===== src/rtl/pipe_share_scheduler.sv =====
`default_nettype none
// ============================================================================
// pipe_share_scheduler
// Round-robin issue of NREQ requesters into one fixed-latency shared pipeline.
// Revision: 1.0
// ============================================================================
module pipe_share_scheduler #(
  parameter int WIDTH   = 32,
  parameter int NREQ    = 4,
  parameter int LAT     = 10,
  parameter int MAX_OUT = 4
) (
  input  logic                  clk,
  input  logic                  rst,
  input  logic [NREQ-1:0]       req,
  input  logic [NREQ*WIDTH-1:0] req_data,
  input  logic                  pause,
  output logic [NREQ-1:0]       gnt,
  output logic                  pipe_in_valid,
  output logic [WIDTH-1:0]      pipe_in_data,
  input  logic                  pipe_out_valid,
  input  logic [WIDTH-1:0]      pipe_out_data,
  output logic [NREQ-1:0]       rsp_valid,
  output logic [WIDTH-1:0]      rsp_data,
  output logic                  busy,
  output logic                  err
);

  localparam int IDW = (NREQ > 1) ? $clog2(NREQ) : 1;
  localparam int CW  = $clog2(MAX_OUT + 1);

  logic [CW-1:0]  inflight [NREQ];
  logic [IDW-1:0] last_gnt;
  logic [NREQ-1:0] eligible;
  logic           grant_any;
  logic [IDW-1:0] grant_id;
  logic [WIDTH-1:0] winner_data;

  // Tag pipeline: stage LAT lines up with pipe_out_valid of the same operation
  logic [LAT:0]   tag_v;
  logic [IDW-1:0] tag_id [LAT+1];

  logic rsp_fire;
  logic mismatch;
  logic any_inflight;

  always_comb begin
    for (int i = 0; i < NREQ; i++) begin
      eligible[i] = req[i] && (inflight[i] < CW'(MAX_OUT)) && !pause && !rst;
    end
  end

  always_comb begin
    gnt       = '0;
    grant_any = 1'b0;
    grant_id  = '0;
    for (int k = 1; k <= NREQ; k++) begin
      if (!grant_any && eligible[(int'(last_gnt) + k) % NREQ]) begin
        grant_any = 1'b1;
        grant_id  = IDW'((int'(last_gnt) + k) % NREQ);
      end
    end
    if (grant_any) gnt[grant_id] = 1'b1;
  end

  always_comb begin
    winner_data = req_data[int'(grant_id)*WIDTH +: WIDTH];
  end

  always_comb begin
    rsp_fire = pipe_out_valid && tag_v[LAT];
    mismatch = pipe_out_valid != tag_v[LAT];
  end

  always_ff @(posedge clk or posedge rst) begin
    if (rst) begin
      last_gnt      <= IDW'(NREQ - 1);
      pipe_in_valid <= 1'b0;
      pipe_in_data  <= '0;
      rsp_valid     <= '0;
      rsp_data      <= '0;
      err           <= 1'b0;
      tag_v         <= '0;
      for (int k = 0; k <= LAT; k++) tag_id[k] <= '0;
      for (int i = 0; i < NREQ; i++) inflight[i] <= '0;
    end else begin
      pipe_in_valid <= grant_any;
      if (grant_any) begin
        pipe_in_data <= winner_data;
        last_gnt     <= grant_id;
      end

      tag_v[0]  <= grant_any;
      tag_id[0] <= grant_id;
      for (int k = 1; k <= LAT; k++) begin
        tag_v[k]  <= tag_v[k-1];
        tag_id[k] <= tag_id[k-1];
      end

      rsp_valid <= '0;
      if (rsp_fire) begin
        rsp_valid[tag_id[LAT]] <= 1'b1;
        rsp_data               <= pipe_out_data;
      end
      if (mismatch) err <= 1'b1;

      // A simultaneous grant and response on one requester cancel out
      for (int i = 0; i < NREQ; i++) begin
        if (gnt[i] && !(rsp_fire && tag_id[LAT] == IDW'(i))) begin
          inflight[i] <= inflight[i] + CW'(1);
        end else if (!gnt[i] && rsp_fire && tag_id[LAT] == IDW'(i)) begin
          inflight[i] <= inflight[i] - CW'(1);
        end
      end
    end
  end

  always_comb begin
    any_inflight = 1'b0;
    for (int i = 0; i < NREQ; i++) begin
      if (inflight[i] != '0) any_inflight = 1'b1;
    end
    busy = pipe_in_valid || (|tag_v) || any_inflight;
  end

endmodule
`default_nettype wire

===== config.mk =====
export PLATFORM = sky130hd
export DESIGN_NAME = pipe_share_scheduler
export DESIGN_NICKNAME = d
export VERILOG_FILES = /design/src/rtl/pipe_share_scheduler.sv
export SDC_FILE = /design/constraint.sdc
export NUM_CORES = 1
export LEC_CHECK = 0
export CORE_UTILIZATION = 35
export DETAILED_ROUTE_END_ITERATION = 10
export PLACE_DENSITY = 0.7
export SLEW_MARGIN = 20
export SYNTH_ARGS = -nofsm -noshare
export SYNTH_HDL_FRONTEND = slang
export SYNTH_SLANG_ARGS = --single-unit

===== constraint.sdc =====
create_clock -name clk -period 3.9 [get_ports clk]
set_input_delay 0.585 -clock clk [delete_from_list [all_inputs] [get_ports clk]]
set_output_delay 0.585 -clock clk [all_outputs]
set_load 0.05 [all_outputs]

# After elaboration in Yosys (flattened, before gate mapping)
# Index checks and enable logic that the tools add are counted.
# totals
regBits	117
latchBits	0
mem_bits_rw	0
romBits	0
inputBits	168
output_inout_bits	75
elab_cells	156
memories	0
# classes
addsub	12
multipliers	0
div	0
magnitude_cmp	12
n_eq_ne	4
shift	1
muxes	38
n_bitwise	4
n_reduce_logical	63
# op_table
op	n
$shiftx 128x8->32	1
$logic_and 1x1->1	34
$mux 3	8
$mux 1	18
$lt 3x4->1 const B	4
$logic_not 1->1	13
$add 3x1->3 const B	4
$lt 3x3->1 const B	4
$reduce_bool 3->1	4
$sub 3x1->3 const B	4
$reduce_or 11->1	1
$bmux 1 s2	4
$mux 2	4
$mux 4	2
$reduce_bool 2->1	4
$reduce_or 2->1	4
$lt 2x3->1 const B	2
$add 2x1->2 const B	2
$add 2x2->2 const B	2
$and 1x1->1 const A	4
$demux 1 s2	2
$eq 2x2->1 const B	2
$ge 2x1->1 const B	2
$eq 2x1->1 const B	1
3 further kinds	4

# Longest topological paths before layout
# Gate-level depths: netlist (run 1).
# logic_depth
word_depth	27
depth_mapped	12
ltp_nobuf	10

# Least setup slack after synthesis (run 1)
# No wires, ideal clock.
# synth_path
path_type	input to register
startpoint	input req[0]
endpoint	register inflight[11] (netlist bit)
setup_time_ns	0.073
t_arrival_ns	3.244
required_time_ns	3.827
setup_slack_ns	0.583
path_stages	8
path_buffers	1
cell_sequence	nand2b_1 > or3_1 > clkbuf_1 > a21oi_1 > nand2_1 > fa_1 > or4_1 > nand3_1
# synth_between
elab_chain_cells	25
elab_cells_between_ends	41
classes_between	order compare (2); mux (24); reduce/logical (15)
# synth_rtl
element	line	rtl
from (decl)	15	input logic [NREQ-1:0] req,
$logic_and 1x1->1 (*) (3 in a row)	49	eligible[i] = req[i] && (inflight[i] < CW'(MAX_OUT)) && !pause && !rst;
$bmux 1 s2	58	if (!grant_any && eligible[(int'(last_gnt) + k) % NREQ]) begin
$mux 1 (not written as such) (2 in a row)	58	
$mux 1	58	
$logic_not 1->1	58	
$logic_and 1x1->1	58	
$mux 1	58	
$logic_not 1->1	58	
[6 not listed]	-	
$logic_and 1x1->1 (not written as such)	63	if (grant_any) gnt[grant_id] = 1'b1;
$mux 1 (not written as such)	63	
$demux 1 s2	63	
$mux 4 (*)	63	
net gnt[0]	18	output logic [NREQ-1:0] gnt,
$logic_not 1->1	111	end else if (!gnt[i] && rsp_fire && tag_id[LAT] == IDW'(i)) begin
$logic_and 1x1->1 (2 in a row)	111	
$reduce_bool 2->1 (no source line)	-	
to (signal, indexed assignment)	110	inflight[i] <= inflight[i] + CW'(1);
to (signal, indexed assignment)	112	inflight[i] <= inflight[i] - CW'(1);
to (decl)	32	logic [CW-1:0] inflight [NREQ];
# The timed path passes the listed nets; every way through them passes the cells marked *. The select of a mux whose other input is x is not followed.
# A chain may end at the register's enable or synchronous reset.

# Final worst setup path (run 1)
# layout_path
startpoint	input req[2]
endpoint	output gnt[2]
# layout_between
elab_chain_cells	21
elab_cells_between_ends	35
classes_between	order compare (2); mux (23); reduce/logical (10)
# layout_rtl
element	line
$logic_and 1x1->1 (*) (3 in a row)	49
$bmux 1 s2	58
$mux 1 (not written as such) (2 in a row)	58
$mux 1	58
$logic_not 1->1	58
$logic_and 1x1->1	58
$mux 1	58
$logic_not 1->1	58
[2 not listed]	-
$logic_not 1->1	58
$logic_and 1x1->1	58
$mux 2	58
$lt 2x3->1 (not written as such) or $ge 2x1->1 (tied branches)	63
$logic_and 1x1->1 (not written as such)	63
$mux 1 (not written as such)	63
$demux 1 s2	63
$mux 4 (*)	63
to (decl)	18
# Mark *: on every way between the ends. The rest lies on a longest branch, timed or not. The select of a mux whose other input is x is not followed.

==> results of run 1 <==
how the worst max path moves through the flow:
stage	startpoint	to
after floorplan	rst	err
after global routing	req[2]	gnt[2]
after global placement	req[2]	pipe_in_data[30]
after detailed placement	req[2]	pipe_in_data[30]
final	req[2]	gnt[2]
after CTS	req[2]	gnt[2]
area by class of cell:
cell class | count | share of cell area, %
inverter | 10 | 0.4798
clock buffer | 20 | 5.472
antenna | 2 | 0.05997
multi-input combinational | 279 | 24.71
tap | 180 | 2.699
clock inverter | 12 | 1.274
sequential | 116 | 34.81
timing repair buffer | 253 | 30.49
per-layer routing:
metal	vias to the layer above	wire length [microns]	part of all wire [%]	track usage, %
li1	2040	-	-	-
met1	2210	5695	37	22.93
met2	192	8509	55	38.44
met3	15	1137	7.3	7.334
met4	0	255	1.6	8.057
met5	-	0	0	0
critical path, cell delays in order:
cell             delay, ps
clkdlybuf4s50_1        470
nor2b_1                340
o21ai_0                290
a211o_1                460
nor2_4                 210
buf_4                  270
buf_12                 170
registers in the layout, indices dropped and copies added (netlist names):
name          count
last_gnt          2
pipe_in_data     32
tag_id           22
rsp_data         32
rsp_valid         4
tag_v            11
inflight         12
err               1
power groups by stage:
| stage | registers [mW] | logic (mW) | clock network (mW) |
|---|---|---|---|
| final | 2.03 | 3.21 | 1.45 |
| after global routing | 2.10 | 3.39 | 1.55 |
| after CTS | 2.04 | 3.23 | 1.49 |
| after detailed placement | 2.05 | 3.22 | 0 |
| after global placement | 2.03 | 3.18 | 0 |
| after floorplan | 3.19 | 0.883 | 0 |
logic make-up (layout without fill, tap and decap cells):
kind of cell	Yosys count	count (layout)	synth area share [%]
other	0	2	0
DFF	116	116	56.54
AOI/OAI and AO/OA	110	110	13.34
buffers and inverters	37	295	3.336
adders and majority gates	5	5	1.802
muxes	68	68	14.97
and+or+nand+nor	86	86	8.157
xor gates and xnor gates	10	10	1.851
cells in the final DEF (no fill, tap or decap), types with 2 or more instances in the layout:
cell	count
a211o_1	2
a21oi_1	34
a221oi_1	6
a22oi_1	28
a31oi_1	3
buf_12	4
buf_4	11
clkbuf_16	17
clkbuf_8	2
clkdlybuf4s50_1	238
clkinv_2	3
clkinvlp_4	7
dfrtp_1	114
dfstp_2	2
diode_2	2
fa_1	4
inv_1	7
mux2_2	67
nand2_1	14
nand2b_1	3
nand3_1	4
nand3b_1	2
nor2_1	40
nor2b_1	2
nor3_1	2
nor3b_1	2
nor4_1	5
o21ai_0	28
or2_2	2
or3_1	2
or4b_1	2
xnor2_1	7
xor2_1	2
==> results_dict.tcl, run 1 <==
set metrics [dict create \
    status "finished, final reports clean" \
    fp.dieW_microns 123.2 \
    gp_congestion 0.8915 \
    ys_warn_count 0 \
    dp_cells 838 \
    placement.setup.worst_slack_ps 441.5 \
    synth_edf_count 0 \
    cts_htree_levels 4 \
    cts_made_buffers 17 \
    rows 43 \
    drtIter0Drc 273 \
    p_per_area_nw_per_um2 802.3 \
    synth.top_cells.by_area "dfrtp_1, mux2_2, a22oi_1, a21oi_1, nor2_1" \
    post-route-util_pct 59.20 \
    nets 850 \
    ios 243 \
    cts_setup_buffers 0 \
    yosysMostFrequentCell "dfrtp_1" \
    cp.arrival_ps 2820 \
    fmax_ghz 0.2940 \
    ys_seq_elements 116 \
    switching_share_pct 42.57 \
    design_area_sq_um 8346 \
    area.sequential_sq_um 2905 \
    synth_top_area_share_pct 55.51 \
    ctsRootBufferMaster "clkbuf_16" \
    cp_max_fo 15 \
    drive_above_1_share_pct 18.12 \
    period_needed_ps 3401 \
    hpwl_mm 11.74 \
    fin_cells 872 \
    synthesis.area_sq_um 5139 \
    drc 0 \
    wirelength_mm 15.60 \
    syn_to_final_growth_pct 62.41 \
    rr_worst_depth 8 \
    grt_pass1_vias 4703 \
    routedWlPerCell_microns 17.89 \
    dpl_cell_area_sq_um 7777 \
    hold_path_class "flop to flop" \
    r2r_setup_slack_ps 1000 \
    clockBufferDepth 2 \
    fin_setup_tns_ps 0 \
    leakage_nw 3.417 \
    fin_crit_sh_pct 87.20 \
    hold_end "tag_id[19]" \
    crit_type "input pin to primary output" \
    slew_headroom_pct 48.93 \
    ys_async_sr_fraction_pct 100.0 \
    postRouteAntennaNets 0 \
    insertion_delay_ps 410 \
    pwr-share-clk_pct 21.7 \
    grtUsageTotal_pct 21.35 \
    pwr-share-comb_pct 48.0 \
    crit_path_end_kind "primary output" \
    fin_worst_skew_ps 6.288 \
    nFillCells 1147 \
    yosys_most_used_dff "dfrtp_1" \
    drv_cap 0 \
    synth_cells 432 \
    ctsResizeCount 0 \
    synthesis.nets 605 \
    intPower_mw 3.846 \
    critPathLaunchType "input pin" \
    r2r_start "inflight[5]" \
    power_frac_seq_pct 30.4 \
    grt_overflow_total 0 \
    vdd_drop_max_uv 415.6 \
    cts_sinks 116 \
    core_area_sq_um 14100 \
    setup_viol 0 \
    portBuffers 242 \
    die_y_microns 123.2 \
    reg2reg_to "inflight[5]" \
    initial_core_util_pct 36.45 \
    ys_seq_area_share_pct 56.54 \
    dieArea_sq_um 15170 \
    p_sw_mw 2.850 \
    vias 4457 \
    hold_depth 0 \
    vias_per_cell 5.111 \
    finalPower_mw 6.696 \
    tritoncts "built" \
    fin_ws_ps 499.2 \
    hold_ws_ps 342.1 \
    yosysTopAreaCell "dfrtp_1" \
    antenna_found_initial 2 \
    worst_slew_pin_slew_ps 766.1 \
    hp-start "tag_id[21]" \
    finalMaxSlewViolations 0 \
    multi_input_area_sq_um 2062 \
    grt_first_pass_wirelength_mm 24.09 \
    cp.required_ps 3310 \
    grt_max_degree 60 \
    synth_cell_types 50 \
    clk_pin_slew_ps 50 \
    ys_top_cells_by_count "dfrtp_1, mux2_2, nor2_1" \
    hold_buffers 0 \
    drtPass1Iterations 5 \
    final-hold-violation-count 0 \
    syn_avg_cell_area_sq_um 11.90 \
    rsz0062_at_grt "false" \
]
(Power assumes the default switching activity.)
==> run 2, diff against run 1 <==
Settings changed: CELL_PAD_IN_SITES_DETAIL_PLACEMENT set to 1, CELL_PAD_IN_SITES_GLOBAL_PLACEMENT set to 2, CORE_MARGIN set to 5, CORE_UTILIZATION 35 to 22, PLACE_DENSITY 0.7 to 0.72.
==> results_dict.tcl, run 2 (synthesis results as in run 1) <==
set metrics [dict create \
    finalPower_mw 6.705 \
    drtIter0Drc 127 \
    die_y_microns 162.8 \
    cp.required_ps 3310 \
    dpl_cell_area_sq_um 7965 \
    syn_to_final_growth_pct 65.42 \
    critPathLaunchType "input pin" \
    fin_worst_skew_ps 12.03 \
    dp_cells 980 \
    top_regs "pipe_in_data x32, rsp_data x32, tag_id x22" \
    reg2reg_to "pipe_in_data[18]" \
    grt_pass1_vias 5165 \
    fin_ws_ps 443.1 \
    setup_viol 0 \
    hold_depth 0 \
    grt_overflow_total 0 \
    fmax_ghz 0.2893 \
    drive_above_1_share_pct 18.02 \
    finalMaxSlewViolations 0 \
    portBuffers 242 \
    grt_first_pass_wirelength_mm 28.49 \
    hold_ws_ps 343.6 \
    cp.arrival_ps 2870 \
    hold_buffers 0 \
    crit_slowest_cell "clkdlybuf4s50_1" \
    design_area_sq_um 8501 \
    vias 4413 \
    routedWlPerCell_microns 18.28 \
    grt_max_degree 73 \
    antenna_cells 0 \
    grtUsageTotal_pct 13.70 \
    wirelength_mm 18.41 \
    r2r_setup_slack_ps 1040 \
    dieArea_sq_um 26510 \
    ctsResizeCount 0 \
    clk_pin_slew_ps 50 \
    vdd_drop_max_uv 231.2 \
    cts_sinks 116 \
    worst_slew_pin_slew_ps 952.1 \
    insertion_delay_ps 400 \
    most-common-layout-cells "clkdlybuf4s50_1, dfrtp_1, mux2_2" \
    fp.dieW_microns 162.8 \
    rr_worst_depth 8 \
    final-hold-violation-count 0 \
    vias_per_cell 4.382 \
    period_needed_ps 3457 \
    rows 56 \
    fin_cells 1007 \
    fin_crit_sh_pct 88.64 \
    post-route-util_pct 36.54 \
    fin_setup_tns_ps 0 \
    ios 243 \
    hold_end "tag_id[0]" \
    path_cells "clkdlybuf4s50_1, nor2b_1, o21ai_0, a211o_1, nor2_4, buf_4, buf_12" \
    rsz0062_at_grt "false" \
    drtPass1Iterations 4 \
    cts_setup_buffers 0 \
    tritoncts "built" \
    crit_type "input pin to primary output" \
    nets 853 \
    initial_core_util_pct 22.09 \
    antenna_found_initial 0 \
    cts_made_buffers 17 \
    r2r_start "inflight[5]" \
    cts_htree_levels 4 \
    leakage_nw 3.435 \
    gp_congestion 0.8054 \
    postRouteAntennaNets 0 \
    max_stage_delay_ps 480 \
    cp_max_fo 22 \
    clockBufferDepth 2 \
    crit_path_end_kind "primary output" \
    drv_cap 0 \
    layout_commonest_cell "clkdlybuf4s50_1" \
    hold_path_class "flop to flop" \
    core_area_sq_um 23260 \
    ctsRootBufferMaster "clkbuf_16" \
    hpwl_mm 14.08 \
    drc 0 \
    hp-start "tag_id[2]" \
    slew_headroom_pct 36.53 \
    p_per_area_nw_per_um2 788.8 \
    status "finished, final reports clean" \
    placement.setup.worst_slack_ps 395.0 \
]
[run 2: worst max-delay path by stage]
stage | from | to | slack (ps)
after floorplan | rst | err | 250
after global placement | rst | pipe_in_data[11] | 530
after detailed placement | rst | pipe_in_data[1] | 400
after CTS | rst | gnt[2] | 470
after global routing | rst | gnt[2] | 300
final | req[2] | gnt[2] | 440
[run 2: per-layer routing]
metal / global-route usage (%) / up-vias / share of wire, %
met3: 3.999 / 17 / 5.5
met4: 3.546 / 0 / 1.3
met2: 24.94 / 130 / 54
met1: 15.71 / 2219 / 39
li1: - / 2047 / -
met5: 0 / - / 0
[run 2: area by class of cell]
cell class,count,area (sq um)
Clock buffer,21,470.5
Clock inverter,6,57.56
Fill cell,2564,14760
Inverter,10,40.04
Multi-Input combinational cell,279,2073
Sequential cell,116,2905
Tap cell,319,399.1
Timing Repair Buffer,256,2555
[run 2: critical path: cells and delay by family]
kind                   cells  cell delay (ps)
AO/OA/AOI/OAI              2              710
AND/OR/NAND/NOR            2              540
buffers and inverters      3             1030
[run 2: report_power, final]
| group | internal (mW) | switching [mW] | total, mW |
|---|---|---|---|
| clock | 0.903 | 0.515 | 1.42 |
| sequential | 1.71 | 0.326 | 2.04 |
| combinational | 1.24 | 2.01 | 3.25 |
| total | 3.85 | 2.85 | 6.71 |
